--- src/rtl/qgate_pkg.sv ---
// Shared encodings and constants for the single-qubit gate engine.
package qgate_pkg;

    localparam logic [2:0] SEL_I      = 3'd0;
    localparam logic [2:0] SEL_X      = 3'd1;
    localparam logic [2:0] SEL_Z      = 3'd2;
    localparam logic [2:0] SEL_H      = 3'd3;
    localparam logic [2:0] SEL_CUSTOM = 3'd4;

    typedef enum logic [2:0] {
        ST_IDLE = 3'd0,
        ST_MU0  = 3'd1,
        ST_MU1  = 3'd2,
        ST_MD0  = 3'd3,
        ST_MD1  = 3'd4,
        ST_FIN  = 3'd5
    } qgate_state_e;

    localparam logic [63:0] INV_SQRT2_Q62 = 64'h2D41_3CCC_FE77_9921;

    // 1/sqrt(2) rounded half-up from Q62 down to 'frac' fraction bits (frac <= 61).
    function automatic logic [63:0] inv_sqrt2_q(input int frac);
        logic [64:0] t;
        t = {1'b0, INV_SQRT2_Q62} + (65'(1) << (61 - frac));
        return 64'(t >> (62 - frac));
    endfunction

endpackage

--- src/rtl/qgate_mac.sv ---
// Shared multiplier and accumulator with round-half-up rescale to WIDTH bits.
// QGATE_SAT_EN defined: out-of-range results clamp; otherwise they wrap.
module qgate_mac
    import qgate_pkg::*;
#(
    parameter int WIDTH = 32,
    parameter int FRAC  = 30
) (
    input  logic                    clk,
    input  logic                    lowrst,
    input  logic                    acc_clr,
    input  logic                    acc_add,
    input  logic signed [WIDTH-1:0] mul_a,
    input  logic signed [WIDTH-1:0] mul_b,
    output logic signed [WIDTH-1:0] res,
    output logic                    ovf
);

    localparam int PW = 2 * WIDTH;
    localparam int AW = 2 * WIDTH + 1;
    localparam int SW = 2 * WIDTH + 2;
    localparam logic signed [SW-1:0] RND_C = ((SW)'(1) << FRAC) >> 1;
    localparam logic signed [WIDTH-1:0] MAX_V = {1'b0, {(WIDTH-1){1'b1}}};
    localparam logic signed [WIDTH-1:0] MIN_V = {1'b1, {(WIDTH-1){1'b0}}};

    logic signed [PW-1:0] prod;
    logic signed [AW-1:0] prod_ext;
    logic signed [AW-1:0] acc_q, acc_d;
    logic signed [SW-1:0] rnd;
    logic signed [SW-1:0] shifted;

    assign prod     = $signed({{WIDTH{mul_a[WIDTH-1]}}, mul_a}) * $signed({{WIDTH{mul_b[WIDTH-1]}}, mul_b});
    assign prod_ext = {prod[PW-1], prod};

    always_comb begin
        acc_d = acc_q;
        if (acc_clr) begin
            acc_d = prod_ext;
        end else if (acc_add) begin
            acc_d = acc_q + prod_ext;
        end
    end

    always_ff @(posedge clk) begin
        if (!lowrst) begin
            acc_q <= '0;
        end else begin
            acc_q <= acc_d;
        end
    end

    // Extra top bit keeps the rounding add from ever overflowing.
    assign rnd     = {acc_q[AW-1], acc_q} + RND_C;
    assign shifted = rnd >>> FRAC;
    assign ovf     = (shifted[SW-1:WIDTH-1] != {(SW-WIDTH+1){shifted[WIDTH-1]}});

    always_comb begin
        res = shifted[WIDTH-1:0];
`ifdef QGATE_SAT_EN
        if (ovf) begin
            res = shifted[SW-1] ? MIN_V : MAX_V;
        end
`endif
    end

endmodule

--- src/rtl/qgate_unit.sv ---
// Single-qubit real 2x2 gate engine, fixed 5-cycle latency, go/running/done handshake.
// Overflow handling selected by QGATE_SAT_EN (clamp) vs default (wrap), inside qgate_mac.
//
// state | meaning
// IDLE  | waiting for gate_go
// MU0   | acc = m00*up
// MU1   | acc += m01*down
// MD0   | capture up result, acc = m10*up
// MD1   | acc += m11*down
// FIN   | publish outputs, pulse done; may accept the next go
module qgate_unit
    import qgate_pkg::*;
#(
    parameter int WIDTH = 32,
    parameter int FRAC  = 30
) (
    input  logic                    clk,
    input  logic                    lowrst,
    input  logic                    gate_go,
    input  logic [2:0]              gate_sel,
    input  logic signed [WIDTH-1:0] gate_up,
    input  logic signed [WIDTH-1:0] gate_down,
    input  logic [4*WIDTH-1:0]      gate_coef,
    output logic signed [WIDTH-1:0] gate_upout,
    output logic signed [WIDTH-1:0] gate_downout,
    output logic                    gate_running,
    output logic                    gate_done,
    output logic                    gate_ovf,
    output logic                    gate_err
);

    localparam logic [63:0] C64 = inv_sqrt2_q(FRAC);
    localparam logic signed [WIDTH-1:0] C_H   = WIDTH'(C64);
    localparam logic signed [WIDTH-1:0] C_ONE = (WIDTH)'(1) << FRAC;

    qgate_state_e state_q, state_d;
    logic signed [WIDTH-1:0] up_q, up_d, dn_q, dn_d;
    logic signed [WIDTH-1:0] m00_q, m00_d, m01_q, m01_d, m10_q, m10_d, m11_q, m11_d;
    logic                    sel_err_q, sel_err_d;
    logic signed [WIDTH-1:0] upres_q, upres_d;
    logic                    upovf_q, upovf_d;
    logic signed [WIDTH-1:0] upout_q, upout_d, downout_q, downout_d;
    logic                    running_q, running_d, done_q, done_d;
    logic                    ovf_q, ovf_d, err_q, err_d;

    logic                    accept;
    logic                    acc_clr, acc_add;
    logic signed [WIDTH-1:0] mul_a, mul_b;
    logic signed [WIDTH-1:0] mac_res;
    logic                    mac_ovf;

    qgate_mac #(.WIDTH(WIDTH), .FRAC(FRAC)) u_mac (
        .clk     (clk),
        .lowrst  (lowrst),
        .acc_clr (acc_clr),
        .acc_add (acc_add),
        .mul_a   (mul_a),
        .mul_b   (mul_b),
        .res     (mac_res),
        .ovf     (mac_ovf)
    );

    always_comb begin
        state_d   = state_q;
        up_d      = up_q;
        dn_d      = dn_q;
        m00_d     = m00_q;
        m01_d     = m01_q;
        m10_d     = m10_q;
        m11_d     = m11_q;
        sel_err_d = sel_err_q;
        upres_d   = upres_q;
        upovf_d   = upovf_q;
        upout_d   = upout_q;
        downout_d = downout_q;
        running_d = running_q;
        done_d    = 1'b0;
        ovf_d     = ovf_q;
        err_d     = err_q;
        accept    = 1'b0;
        acc_clr   = 1'b0;
        acc_add   = 1'b0;
        mul_a     = m00_q;
        mul_b     = up_q;

        case (state_q)
            ST_IDLE: accept = gate_go;
            ST_MU0: begin
                acc_clr = 1'b1;
                state_d = ST_MU1;
            end
            ST_MU1: begin
                mul_a   = m01_q;
                mul_b   = dn_q;
                acc_add = 1'b1;
                state_d = ST_MD0;
            end
            ST_MD0: begin
                mul_a   = m10_q;
                acc_clr = 1'b1;
                upres_d = mac_res;
                upovf_d = mac_ovf;
                state_d = ST_MD1;
            end
            ST_MD1: begin
                mul_a   = m11_q;
                mul_b   = dn_q;
                acc_add = 1'b1;
                state_d = ST_FIN;
            end
            ST_FIN: begin
                upout_d   = upres_q;
                downout_d = mac_res;
                ovf_d     = upovf_q | mac_ovf;
                err_d     = sel_err_q;
                done_d    = 1'b1;
                running_d = 1'b0;
                state_d   = ST_IDLE;
                // Taking go here gives one op every 5 cycles back to back.
                accept    = gate_go;
            end
            default: state_d = ST_IDLE;
        endcase

        if (accept) begin
            up_d      = gate_up;
            dn_d      = gate_down;
            sel_err_d = (gate_sel > SEL_CUSTOM);
            running_d = 1'b1;
            state_d   = ST_MU0;
            case (gate_sel)
                SEL_X: begin
                    m00_d = '0;    m01_d = C_ONE; m10_d = C_ONE; m11_d = '0;
                end
                SEL_Z: begin
                    m00_d = C_ONE; m01_d = '0;    m10_d = '0;    m11_d = -C_ONE;
                end
                SEL_H: begin
                    m00_d = C_H;   m01_d = C_H;   m10_d = C_H;   m11_d = -C_H;
                end
                SEL_CUSTOM: begin
                    m00_d = gate_coef[4*WIDTH-1:3*WIDTH];
                    m01_d = gate_coef[3*WIDTH-1:2*WIDTH];
                    m10_d = gate_coef[2*WIDTH-1:WIDTH];
                    m11_d = gate_coef[WIDTH-1:0];
                end
                default: begin
                    m00_d = C_ONE; m01_d = '0;    m10_d = '0;    m11_d = C_ONE;
                end
            endcase
        end
    end

    always_ff @(posedge clk) begin
        if (!lowrst) begin
            state_q   <= ST_IDLE;
            up_q      <= '0;
            dn_q      <= '0;
            m00_q     <= '0;
            m01_q     <= '0;
            m10_q     <= '0;
            m11_q     <= '0;
            sel_err_q <= 1'b0;
            upres_q   <= '0;
            upovf_q   <= 1'b0;
            upout_q   <= '0;
            downout_q <= '0;
            running_q <= 1'b0;
            done_q    <= 1'b0;
            ovf_q     <= 1'b0;
            err_q     <= 1'b0;
        end else begin
            state_q   <= state_d;
            up_q      <= up_d;
            dn_q      <= dn_d;
            m00_q     <= m00_d;
            m01_q     <= m01_d;
            m10_q     <= m10_d;
            m11_q     <= m11_d;
            sel_err_q <= sel_err_d;
            upres_q   <= upres_d;
            upovf_q   <= upovf_d;
            upout_q   <= upout_d;
            downout_q <= downout_d;
            running_q <= running_d;
            done_q    <= done_d;
            ovf_q     <= ovf_d;
            err_q     <= err_d;
        end
    end

    assign gate_upout   = upout_q;
    assign gate_downout = downout_q;
    assign gate_running = running_q;
    assign gate_done    = done_q;
    assign gate_ovf     = ovf_q;
    assign gate_err     = err_q;

endmodule
--- config.mk ---
export PLATFORM = sky130hd
export DESIGN_NAME = qgate_unit
export DESIGN_NICKNAME = d
export VERILOG_FILES = /design/src/rtl/qgate_pkg.sv /design/src/rtl/qgate_mac.sv /design/src/rtl/qgate_unit.sv
export SDC_FILE = /design/constraint.sdc
export NUM_CORES = 2
export LEC_CHECK = 0
export BUFFER_PORTS_ARGS = -buffer_cell sky130_fd_sc_hd__buf_4
export CAP_MARGIN = 20
export CORE_ASPECT_RATIO = 0.75
export CORE_UTILIZATION = 35
export CTS_CLUSTER_SIZE = 28
export DETAILED_ROUTE_END_ITERATION = 10
export GPL_TIMING_DRIVEN = 0
export PLACE_DENSITY_LB_ADDON = 0.2
export SETUP_SLACK_MARGIN = 0.1
export SYNTH_ARGS = -nofsm -noshare
export SYNTH_HDL_FRONTEND = slang
export SYNTH_SLANG_ARGS = --single-unit
--- constraint.sdc ---
create_clock -name clk -period 12 [get_ports clk]
set_input_delay 0.6 -clock clk [delete_from_list [all_inputs] [get_ports clk]]
set_output_delay 0.6 -clock clk [all_outputs]
set_load 0.005 [all_outputs]
Word-level counts from Yosys, hierarchy flattened --
Cells that the tools add are included.
Storage, ports and cells: bits in registers 362, output and inout port bits 68, bits of input ports 198, word-level logic and storage cells 58
Cells by class: bitwise logic cells 2, multiply operators 1, $lt $le $gt $ge 1, reduce and logical (&&, ||, !) cells 7, equality and inequality tests 11, multiplexer cells 16, add/subtract/negate cells 2
Operator list (number):
- case mux 32 bit (3 select lines) | 4
- 2-to-1 mux 65 bit | 2
- case mux 32 bit (4 select lines) | 1
- adder 65 x 31 -> 66 bit, second input constant | 1
- adder 65 x 64 -> 65 bit | 1
- multiplier 32 x 32 -> 64 bit | 1
- inequality test 34 bit | 1
- 2-to-1 mux 32 bit | 1
- case mux 3 bit (5 select lines) | 1
- == test 3 x 2 -> 1 bit, second input constant | 4
- == test 3 bit, second input constant | 3
- OR reduction 2 bit | 4
- 2-to-1 mux 1 bit | 7
- == test 3 x 1 -> 1 bit, second input constant | 2
- nonzero test 2 bit | 2
- greater-than comparator 3 bit, second input constant | 1
- logical NOT 3 bit | 1
- inequality test 2 bit, second input constant | 1
- NOT 1 bit | 1
- bitwise OR 1 bit | 1

Depth between registers and ports, before layout --
word-level depth 7, gate-level depth with buffers 48, mapped depth without buffers 43

Modules after synthesis --
A second synthesis with hierarchy kept.
Second synthesis, totals: cell total of the unflattened synthesis 6010, area, all modules 54568.6 µm²
Modules (own cells, without submodules):
- qgate_mac | sequential area each 1301.2 µm², area an instance 43138.9 µm², times used 1, cells an instance 4834
- qgate_unit | sequential area each 5945.7 µm², area an instance 11429.7 µm², times used 1, cells an instance 1176

Worst setup path after synthesis --
OpenSTA, ideal clock, no wires.
kind flip-flop to flip-flop, start point reg state_q[2], end point reg u_mac.acc_q[64], required time 11919 ps, buffers on the path 6, clock period less this slack 10853 ps, library setup time 81 ps, cell stages (with the launch flop) 43, slack 1147 ps, data arrival time 10773 ps, cell sequence dfxtp_1 buf_2 nor2b_1 clkbuf_1 nor2_1 nor2_1 nor2_1 clkbuf_1 a21o_1 clkbuf_1 clkbuf_1 nand2_1 inv_1 fa_1 fa_1 fa_1 fa_1 inv_1 (+7 left out) ha_1 a21oi_1 o21bai_1 a21oi_1 o21ai_0 a2111oi_0 a21oi_1 a21o_1 a21oi_1 xnor2_1 ha_1 clkbuf_1 nand3_1 nor2_1 nand2_1 o211ai_2 or4b_1 a41oi_1
On the way: word-level cells in the longest chain between the ends 7, elaborated cells on any way between the ends 15, those cells by class add/sub (1); mul (1); eq/ne (4); mux (6); reduce/logical (3)
Ends and longest elaborated chain:
- from (decl) | RTL line qgate_unit.sv:36 | qgate_state_e state_q, state_d;
- from (signal assigned) | RTL line qgate_unit.sv:173 | state_q <= state_d;
- == test 3 bit or == test 3 x 2 -> 1 bit (tied branches) | RTL line qgate_unit.sv:86 | case (state_q)
- OR reduction 2 bit (no source line)
- 2-to-1 mux 32 bit | RTL line qgate_unit.sv:86
- multiplier 32 x 32 -> 64 bit | RTL line qgate_mac.sv:32 | assign prod = $signed({{WIDTH{mul_a[WIDTH-1]}}, mul_a}) * $signed({{WIDTH{mul_b[WIDTH-1]}}, mul_b});
- adder 65 x 64 -> 65 bit | RTL line qgate_mac.sv:40 | acc_d = acc_q + prod_ext;
- 2-to-1 mux 65 bit | RTL line qgate_mac.sv:39 | end else if (acc_add) begin
- 2-to-1 mux 65 bit | RTL line qgate_mac.sv:37 | if (acc_clr) begin
- to (signal assigned) | RTL line qgate_mac.sv:46 | acc_q <= '0;
- to (signal assigned) | RTL line qgate_mac.sv:48 | acc_q <= acc_d;
- to (decl) | RTL line qgate_mac.sv:28 | logic signed [AW-1:0] acc_q, acc_d;
Several ways; a longest one is shown, not always the timed one. The select of a mux whose other input is x is not followed. A chain may end at the register's enable or synchronous reset.

Worst setup path after layout --
Ends and elaborated chain as after synthesis.

==> results by group <==
Run status
  • Status: complete, no violations

Logic synthesis
  • Flops & latches, synth: 362
  • Post-synth EDFFs: 0
  • Main combinational cell family by area after synthesis: adder cells
  • Area contributors post-synth: fa_1, dfxtp_1, inv_1
  • Synth area leader: fa_1
  • Simple-gate share of the synthesized area: 0.136
  • Post-Synthesis Cells: 6030
  • Seq/Total Area, Yosys: 0.137
  • Adder-cell share of the synthesized area: 0.470
  • Multiplexer share of the synthesized area: 0.00605
  • Syn Area/Cell: 8.78 sq um
  • Most frequent cell after synthesis: fa_1
  • Async set or reset register ratio after synthesis: 0
  • Synth cell types: 79
  • Net Count, Synth: 7566
  • Top-area cell type share of the netlist area: 0.409
  • Most used DFF post-synth: dfxtp_1
  • Complex-gate fraction of the synthesized area: 0.131
  • Synth Area in XOR/XNOR: 0.0265
  • Synth Warn #: 0
  • Top cells by count, synth: fa_1, inv_1, nand2_1
  • Post-Syn Area: 0.0530 sq mm

Worst setup path
  • Crit-path most repeated cell: fa_1
  • CP peak stage delay: 0.92 ns
  • Worst setup path class: register to register
  • Worst EP arrival: 12.36 ns
  • Worst Setup Start Kind: register
  • Critical path's slowest cell: clkdlybuf4s15_1
  • Worst r2r src: state_q[2]$_SDFFE_PP0P_
  • CP Launch Point: state_q[2]$_SDFFE_PP0P_
  • R2R depth: 38
  • Worst Path Max Fanout: 10
  • CP required: 12.58 ns
  • CP endpoint kind: register

Route
  • DRC errors left: 0
  • Initial DRC Count: 5221
  • First-pass iteration count of the detailed router: 6
  • Post-route ant nets: 0
  • DR WL/cell: 29.0 um
  • Final wirelength: 246000 um
  • Via count: 46671
  • Vias per cell: 5.50

Placement
  • DP Wirelength: 209000 um
  • Final Wtd Congestion: 1.03
  • # port buffers: 265
  • Placement Setup Slack: -3.08 ns
  • Dpl cells: 8352

Clocking
  • Clock buffer depth: 3
  • Clk_lat worst skew: 0.67 ns
  • Number of buffers created by CTS: 43
  • CTS HTree Levels: 2
  • Clock Tree Root: clkbuf_16
  • Post-CTS Hold Fix Bufs: 0
  • CTS tree: yes
  • Reg clk slew, reported paths: 0.06 ns
  • CTS sink count: 362

Finish
  • Finished Core Util: 0.418
  • Cell Count, Final, Fillers Out: 8488
  • Share of cells above drive strength 1: 0.138
  • Reg area: 0.00725 sq mm
  • Area taken by multi-input logic gates: 0.0423 sq mm
  • Fillers: 15102
  • Area growth from synthesis to layout: 18.3%
  • Net count, final: 7989

STA
  • Final worst setup slack: 0.224 ns
  • Final period util: 0.981
  • Final setup fails: 0
  • Worst slew pin tran: 1.27 ns
  • Slew headroom: 0.155
  • Clk_skew: 0.0432 ns
  • Final Max Tran Viols: 0
  • RSZ-0062 raised after global routing: true
  • Tmin final: 11.78 ns
  • F_max: 84.9 MHz
  • Final hold violations: 0

Power and ir drop
  • Pwr dens: 138 mW/mm^2
  • Max VDD drop: 0.192 mV
  • Leakage power: 28.6 nW

GRT
  • Pin count of the biggest net entering global routing: 16
  • Total gr overflow: 0
  • Total GRT Usage: 0.320
  • Vias in the first global route: 46064
  • First-pass GRT wire length: 347000 um
  • Initial antenna violation count: 12

Min path
  • HP Class: input port to register
  • Hold Crit Depth: 2
  • Hold Path Origin: gate_up[23]

Die
  • Starting Density: 0.353
  • DIE WIDTH: 451 um
  • Die area: 0.153 sq mm
  • Num rows: 123
  • IO Pins: 266
  • Core area: 0.150 sq mm
  • DIE HEIGHT: 339 um

Run
  • Max-Cap Viols: 0
-- metrics by stage --
| step | power, W | hold slack [ns] | setup TNS [ns] | area [sq um] |
|---|---|---|---|---|
| global placement | 0.00663 | 0.434 | -124.01 | 57500 |
| CTS | 0.00838 | 0.114 | 0 | 61700 |
| detailed placement | 0.00669 | 0.432 | -69.30 | 58400 |
| finish | 0.00863 | 0.134 | 0 | 62700 |
| global route | 0.00911 | 0.136 | 0 | 62700 |
| floorplan | 0.00483 | 0.422 | 0 | 53000 |
-- per-layer routing --
metal	up-vias	GRT usage	wire length (um)
met1	24038	0.467	108000
met3	386	0.0866	27300
met4	6	0.131	11700
met5	-	0	40
li1	19845	-	-
met2	2396	0.442	98900
-- sequential cells by signal, indices dropped and copies added, names as in the netlist, 3 cells and up --
name,flops
m11_q,32
m00_q,32
m01_q,32
upres_q,32
up_q,32
m10_q,32
gate_upout,32
state_q,3
dn_q,32
u_mac.acc_q,65
gate_downout,32
-- critical path, delay by kind of cell (launching register included) --
kind | cells | cell delay (ns)
adders and majority gates | 10 | 4.85
muxes | 1 | 0.58
AOI/OAI and AO/OA | 5 | 0.98
DFF | 1 | 0.30
buffers and inverters | 10 | 2.22
xor gates and xnor gates | 1 | 0.34
and+or+nand+nor | 11 | 2.42
-- layout make-up --
class,count,share of cell area
inverters,974,0.0584
repair buffers,391,0.0541
well taps,2000,0.0399
flip-flops and latches,362,0.116
diodes,2,0.0000798
clock buffers,49,0.0182
clock inverters,29,0.00693
multi-input cells,4346,0.675
plain buffers,335,0.0323
-- power breakdown --
| part | switching (W) | total [W] | internal, W |
|---|---|---|---|
| Combinational | 0.00368 | 0.00570 | 0.00202 |
| Clock | 0.000656 | 0.00151 | 0.000854 |
| Sequential | 0.000126 | 0.00142 | 0.00130 |
-- kinds of logic (layout without fill, tap and decap cells) --
kind of cell | after synthesis | after routing
AO/OA/AOI/OAI | 1015 | 1015
XOR/XNOR | 160 | 160
adder cells (fa/ha/maj) | 1338 | 1338
buffers and inverters | 1323 | 1778
flip-flops | 362 | 362
multiplexers | 32 | 32
other | 0 | 2
AND/OR/NAND/NOR | 1800 | 1801
-- cells in the final DEF (no fill, tap or decap), types with 92 or more instances in the layout --
master,netlist,routed
fa_1,1083,1063
inv_1,973,972
nand2_1,900,883
nor2_1,708,675
dfxtp_1,362,361
buf_4,0,354
a21oi_1,293,280
ha_1,255,240
o21ai_0,150,147
clkbuf_1,310,138
a22o_1,129,129
xnor2_1,98,92
-- worst paths after layout --
| check | to | slack, ns |
|---|---|---|
| worst min register to register | m11_q[30]$_SDFFE_PN0P_ | 0.45 |
| worst min-delay path | up_q[23]$_SDFFE_PN0P_ | 0.13 |
| worst max-delay path | u_mac.acc_q[64]$_SDFFE_PN0P_ | 0.22 |
| worst max register to register | u_mac.acc_q[64]$_SDFFE_PN0P_ | 0.22 |
-- timing repair --
item,4_1_cts,5_1_grt
setup endpoints to repair,44,28
pin swaps,23,43
cloned,1,0
resized for setup,444,272
setup buffers,34,33
Power figures use the tool's default switching activity.
